<file path="src/rtl/sync_fifo.sv">
// Single-clock FIFO with registered or first-word-fall-through read, occupancy
// count, RESERVE-based early full warning and sticky overflow/underflow flags.
module sync_fifo #(
  parameter int DATA_WIDTH = 8,
  parameter int ADDR_WIDTH = 4,
  parameter int RESERVE    = 0,
  parameter int FWFT       = 0,
  parameter int RST_CYCLES = 8
) (
  input  logic                  clk,
  input  logic                  rst,
  input  logic                  wr_en,
  input  logic [DATA_WIDTH-1:0] wr_data,
  output logic                  full,
  input  logic                  rd_en,
  output logic [DATA_WIDTH-1:0] rd_data,
  output logic                  empty,
  output logic                  has_data,
  output logic [ADDR_WIDTH:0]   count,
  output logic                  overflow,
  output logic                  underflow,
  output logic                  rst_busy
);

  localparam int DEPTH = 2 ** ADDR_WIDTH;
  localparam int CW    = ADDR_WIDTH + 1;
  localparam int RW    = $clog2(RST_CYCLES + 1);
  localparam logic [CW-1:0] DEPTH_C = CW'(DEPTH);
  localparam logic [CW-1:0] FULL_TH = CW'(DEPTH - RESERVE);

  logic [DATA_WIDTH-1:0] mem_q [DEPTH];

  logic [RW-1:0]         rst_cnt_q, rst_cnt_d;
  logic                  busy_q, busy_d;
  logic [ADDR_WIDTH-1:0] wr_ptr_q, wr_ptr_d, rd_ptr_q, rd_ptr_d;
  logic [CW-1:0]         ram_cnt_q, ram_cnt_d, count_q, count_d;
  logic                  ov_q, ov_d;
  logic                  full_q, full_d, has_q, has_d;
  logic [DATA_WIDTH-1:0] rd_data_q, rd_data_d;
  logic                  ovf_q, ovf_d, udf_q, udf_d;
  logic                  wr_acc, pop, ram_rd;

  always_comb begin
    wr_acc    = !busy_q && wr_en && (count_q < DEPTH_C);
    pop       = !busy_q && rd_en && has_q;
    ram_rd    = 1'b0;
    ov_d      = ov_q;
    rd_data_d = rd_data_q;
    // In FWFT mode the output register is refilled from RAM whenever it is
    // empty or being popped, so continuous reads stream without a bubble.
    if (FWFT != 0) begin
      ram_rd = (ram_cnt_q != '0) && (!ov_q || pop);
      if (ram_rd) begin
        ov_d      = 1'b1;
        rd_data_d = mem_q[rd_ptr_q];
      end else if (pop) begin
        ov_d = 1'b0;
      end
    end else begin
      ram_rd = pop;
      if (pop) rd_data_d = mem_q[rd_ptr_q];
    end
    wr_ptr_d  = wr_ptr_q + ADDR_WIDTH'(wr_acc);
    rd_ptr_d  = rd_ptr_q + ADDR_WIDTH'(ram_rd);
    ram_cnt_d = ram_cnt_q + CW'(wr_acc) - CW'(ram_rd);
    count_d   = ram_cnt_d + CW'(ov_d);
    has_d     = (FWFT != 0) ? ov_d : (ram_cnt_d != '0);
    ovf_d     = ovf_q | (!busy_q && wr_en && (count_q == DEPTH_C));
    udf_d     = udf_q | (!busy_q && rd_en && !has_q);
    busy_d    = (rst_cnt_q != '0);
    rst_cnt_d = (rst_cnt_q != '0) ? rst_cnt_q - RW'(1) : '0;
    full_d    = busy_d || (count_d >= FULL_TH);
  end

  always_ff @(posedge clk) begin
    if (rst) begin
      rst_cnt_q <= RW'(RST_CYCLES);
      busy_q    <= 1'b1;
      wr_ptr_q  <= '0;
      rd_ptr_q  <= '0;
      ram_cnt_q <= '0;
      count_q   <= '0;
      ov_q      <= 1'b0;
      full_q    <= 1'b1;
      has_q     <= 1'b0;
      rd_data_q <= '0;
      ovf_q     <= 1'b0;
      udf_q     <= 1'b0;
    end else begin
      rst_cnt_q <= rst_cnt_d;
      busy_q    <= busy_d;
      wr_ptr_q  <= wr_ptr_d;
      rd_ptr_q  <= rd_ptr_d;
      ram_cnt_q <= ram_cnt_d;
      count_q   <= count_d;
      ov_q      <= ov_d;
      full_q    <= full_d;
      has_q     <= has_d;
      rd_data_q <= rd_data_d;
      ovf_q     <= ovf_d;
      udf_q     <= udf_d;
    end
  end

  always_ff @(posedge clk) begin
    if (!rst && wr_acc) mem_q[wr_ptr_q] <= wr_data;
  end

  assign full      = full_q;
  assign rd_data   = rd_data_q;
  assign has_data  = has_q;
  assign empty     = !has_q;
  assign count     = count_q;
  assign overflow  = ovf_q;
  assign underflow = udf_q;
  assign rst_busy  = busy_q;

endmodule

</file>
<file path="config.mk">
export PLATFORM = sky130hd
export DESIGN_NAME = sync_fifo
export DESIGN_NICKNAME = d
export VERILOG_FILES = /design/src/rtl/sync_fifo.sv
export SDC_FILE = /design/constraint.sdc
export NUM_CORES = 1
export LEC_CHECK = 0
export BUFFER_PORTS_ARGS = -buffer_cell sky130_fd_sc_hd__buf_2
export CORE_MARGIN = 1
export CORE_UTILIZATION = 55
export CTS_BUF_LIST = sky130_fd_sc_hd__clkbuf_4
export DETAILED_ROUTE_END_ITERATION = 10
export GPL_TIMING_DRIVEN = 0
export PLACE_DENSITY = 0.79
export SYNTH_ARGS = -nofsm -noshare
export SYNTH_HDL_FRONTEND = slang
export SYNTH_SLANG_ARGS = --single-unit
</file>
<file path="constraint.sdc">
create_clock -name clk -period 3.1 [get_ports clk]
set_input_delay 0.465 -clock clk [delete_from_list [all_inputs] [get_ports clk]]
set_output_delay 0.465 -clock clk [all_outputs]
set_load 0.01 [all_outputs]
</file>
==> impl_metrics.toml <==
[placed_design]
place_congestion = 0.790
placed_cell_area_mm2 = 0.00657
place_hpwl_um = 7390
io_buffers = 30

[drt]
wl_per_cell_um = 20.6
dr_wl_met2_um = 5790
routed_wirelength_um = 11300
dr_wl_met3_um = 616
drt_iter0_drc = 258
top_layer_used = "met4"
wl_met1_um = 4660
vias = 3165
drtAntennaViolNets = 0
drc = 0
viasPerCell = 5.79
dr.pass1.iters = 5

[yosys]
synth_top_area_cell = "edfxtp_1"
synth-compound-area-share = 0.0215
synthCells = 343
yosys.area_share.simple = 0.0612
synth_edf_count = 128
ys_ff_latch = 158
syn_nets = 366
ys_warn_count = 0
syn-cell-area_mm2 = 0.00624
synthAdderAreaFrac = 0.0233
synth.cells.most_frequent = "edfxtp_1, dfxtp_1, mux4_2"
synth_cell_types = 38
synthXorXnorAreaFrac = 0.0126
avgSynthCellArea_um2 = 18.2
synth_top_family_by_area = "multiplexers"
async_flop_share = 0
synth_top_area_share = 0.616
synthMuxAreaShare = 0.142
synth_seq_area_share = 0.712
synthFlopType = "edfxtp_1"
netlist_top_cells_area = "edfxtp_1, mux4_2, dfxtp_1, mux2i_1, ha_1"
synth_most_common_cell = "edfxtp_1"

[clock_network]
htreeDepth = 4
cts_buffers = 17
root_buffer = "clkbuf_4"
clkTransAtPathRegs_ns = 0.13
post_cts_buffers = 0
ctsResizeCount = 0
tritoncts = "built"
clock_latency_ns = 0.56
clockBufferDepth = 2
clkSinkCount = 158
ctsHoldBuffers = 0

[sta]
finalSetupViolations = 0
worstMarginPinSlew_ns = 0.925
finalCritPeriodShare = 0.793
skew_ns = 0.0140
rsz0062_at_grt = "false"
hold_ws_ns = 0.196
slew_viol_final = 0
period_needed_ns = 2.46
hold_viol = 0
tns_ns = 0
fmax_ghz = 0.407
max_slew_margin = 0.381

[setup_path]
critical-path-max-stage-delay_ns = 0.75
crit_chain = "nor3b_2 -> nand2b_1 -> or3_1 -> nor2_1"
path_buf_inv = 0
r2r_start = "rst_busy"
cp_max_fo = 8
rr_endpoint = "mem_q[4][7]"
end_kind = "flip-flop"
critPathLaunchType = "flip-flop"
required_ns = 3.29
slowest_stage = "nor2_1"
arrival_ns = 2.64
critical_path_class = "reg -> reg"
crit_family = "simple AND/OR/NAND/NOR gates"
r2r_slack_ns = 0.64
reg2regPathDepth = 4

[die]
std_cell_rows = 38
dieArea_mm2 = 0.0118
die_h_um = 109
core_area_mm2 = 0.0109
initial_core_util = 0.571
die-width_um = 109
io_pins = 31

[pwr]
leakagePower_nw = 2.24
peakVddDrop_mv = 0.419
p_per_area_mw_per_mm2 = 555

[worst_hold_path]
whs_endpoint = "underflow"
worstHoldPathCells = 3
hold_path_class = "in -> reg"
hp-start = "rd_en"

[layout]
area_growth_syn_to_layout_pct = 9.79
final_area_mm2 = 0.00685
diodes = 0
utilization = 0.626
fill_cells = 762
nets = 417
layout-drive-gt1-share = 0.260

[global_routing]
grt_pass1_vias = 3119
grt_pass1_wl_um = 17100
antenna_found_initial = 0
gr-total-overflow = 0
grt_start_max_net_pins = 17
track_usage = 0.216

[status]
status = "complete, no violations"

[run]
cap_violations = 0
## cells by family (layout without fill, tap and decap cells)
| group | Yosys count | count (layout) |
|---|---|---|
| flops | 158 | 158 |
| xor+xnor | 9 | 9 |
| mux | 48 | 48 |
| buf+inv | 29 | 93 |
| compound gates | 18 | 18 |
| simple gates | 70 | 70 |
| fa+ha+maj | 11 | 11 |
## power by group
group          switching [mW]  total, mW  internal [mW]
clock network           0.745       1.15          0.406
logic                   0.154      0.279          0.125
registers              0.0389       2.37           2.33
total                   0.938       3.80           2.87
## routing by layer
metal	vias to the layer above	GRT usage
met2	103	0.358
met3	19	0.0591
met4	0	0.0927
met5	-	0
met1	1592	0.269
li1	1451	-
## final cells by class
type                       count  area, um^2  area share
sequential                   158        4440       0.649
multi-input combinational    156        1630       0.238
tap                          140         175      0.0256
timing repair buffer          32         165      0.0241
clock inverter                15         138      0.0201
clock buffer                  17         128      0.0186
buffer                        18         126      0.0184
inverter                      11        41.3     0.00603
## state kept, by name, summed over array words and instances, names as in the netlist
signal     count
full           1
overflow       1
rd_data        8
mem_q        128
has_data       1
rst_busy       1
rd_ptr_q       4
rst_cnt_q      4
wr_ptr_q       4
count          5
underflow      1
## stage by stage
| stage | total power, mW | worst slack, ns | instances |
|---|---|---|---|
| 2_1_floorplan | 2.60 | 0.856 | 343 |
| 3_3_place_gp | 2.69 | 0.404 | 513 |
| 3_5_place_dp | 2.70 | 0.324 | 513 |
| 4_1_cts | 3.83 | 0.477 | 545 |
| 5_1_grt | 3.94 | 0.477 | 547 |
| 6_report | 3.80 | 0.641 | 547 |
## worst reg2reg max path, stage by stage (launching register included)
cell	delay, ns
dfxtp_1	0.38
nor3b_2	0.39
nand2b_1	0.16
or3_1	0.42
nor2_1	0.75
## cells in the final DEF (no fill, tap or decap), types with 3 or more instances in the layout
| cell type | n |
|---|---|
| buf_2 | 36 |
| clkinv_1 | 3 |
| nand2_1 | 5 |
| nand2b_1 | 6 |
| ha_1 | 10 |
| nor2_1 | 27 |
| o221ai_1 | 8 |
| or3_1 | 4 |
| clkinv_4 | 3 |
| edfxtp_1 | 128 |
| nand3b_1 | 10 |
| inv_1 | 10 |
| nor2b_1 | 5 |
| nor3_1 | 4 |
| clkbuf_4 | 18 |
| mux4_2 | 30 |
| clkinvlp_4 | 4 |
| clkbuf_1 | 8 |
| dfxtp_1 | 30 |
| xnor2_1 | 7 |
| mux2i_1 | 16 |
| a21oi_1 | 4 |
## how the worst max path moves through the flow
stage,from,to,slack [ns],cells past startpoint
global placement,wr_en,mem_q[1][1],0.40,6
detailed placement,wr_en,mem_q[1][1],0.32,6
finish,rst_busy,mem_q[4][7],0.64,4
global route,rst_busy,mem_q[12][0],0.48,4
CTS,rst_busy,mem_q[1][5],0.48,5
floorplan,wr_en,has_data,0.86,11
No activity file was read; power rests on OpenSTA's default activity.
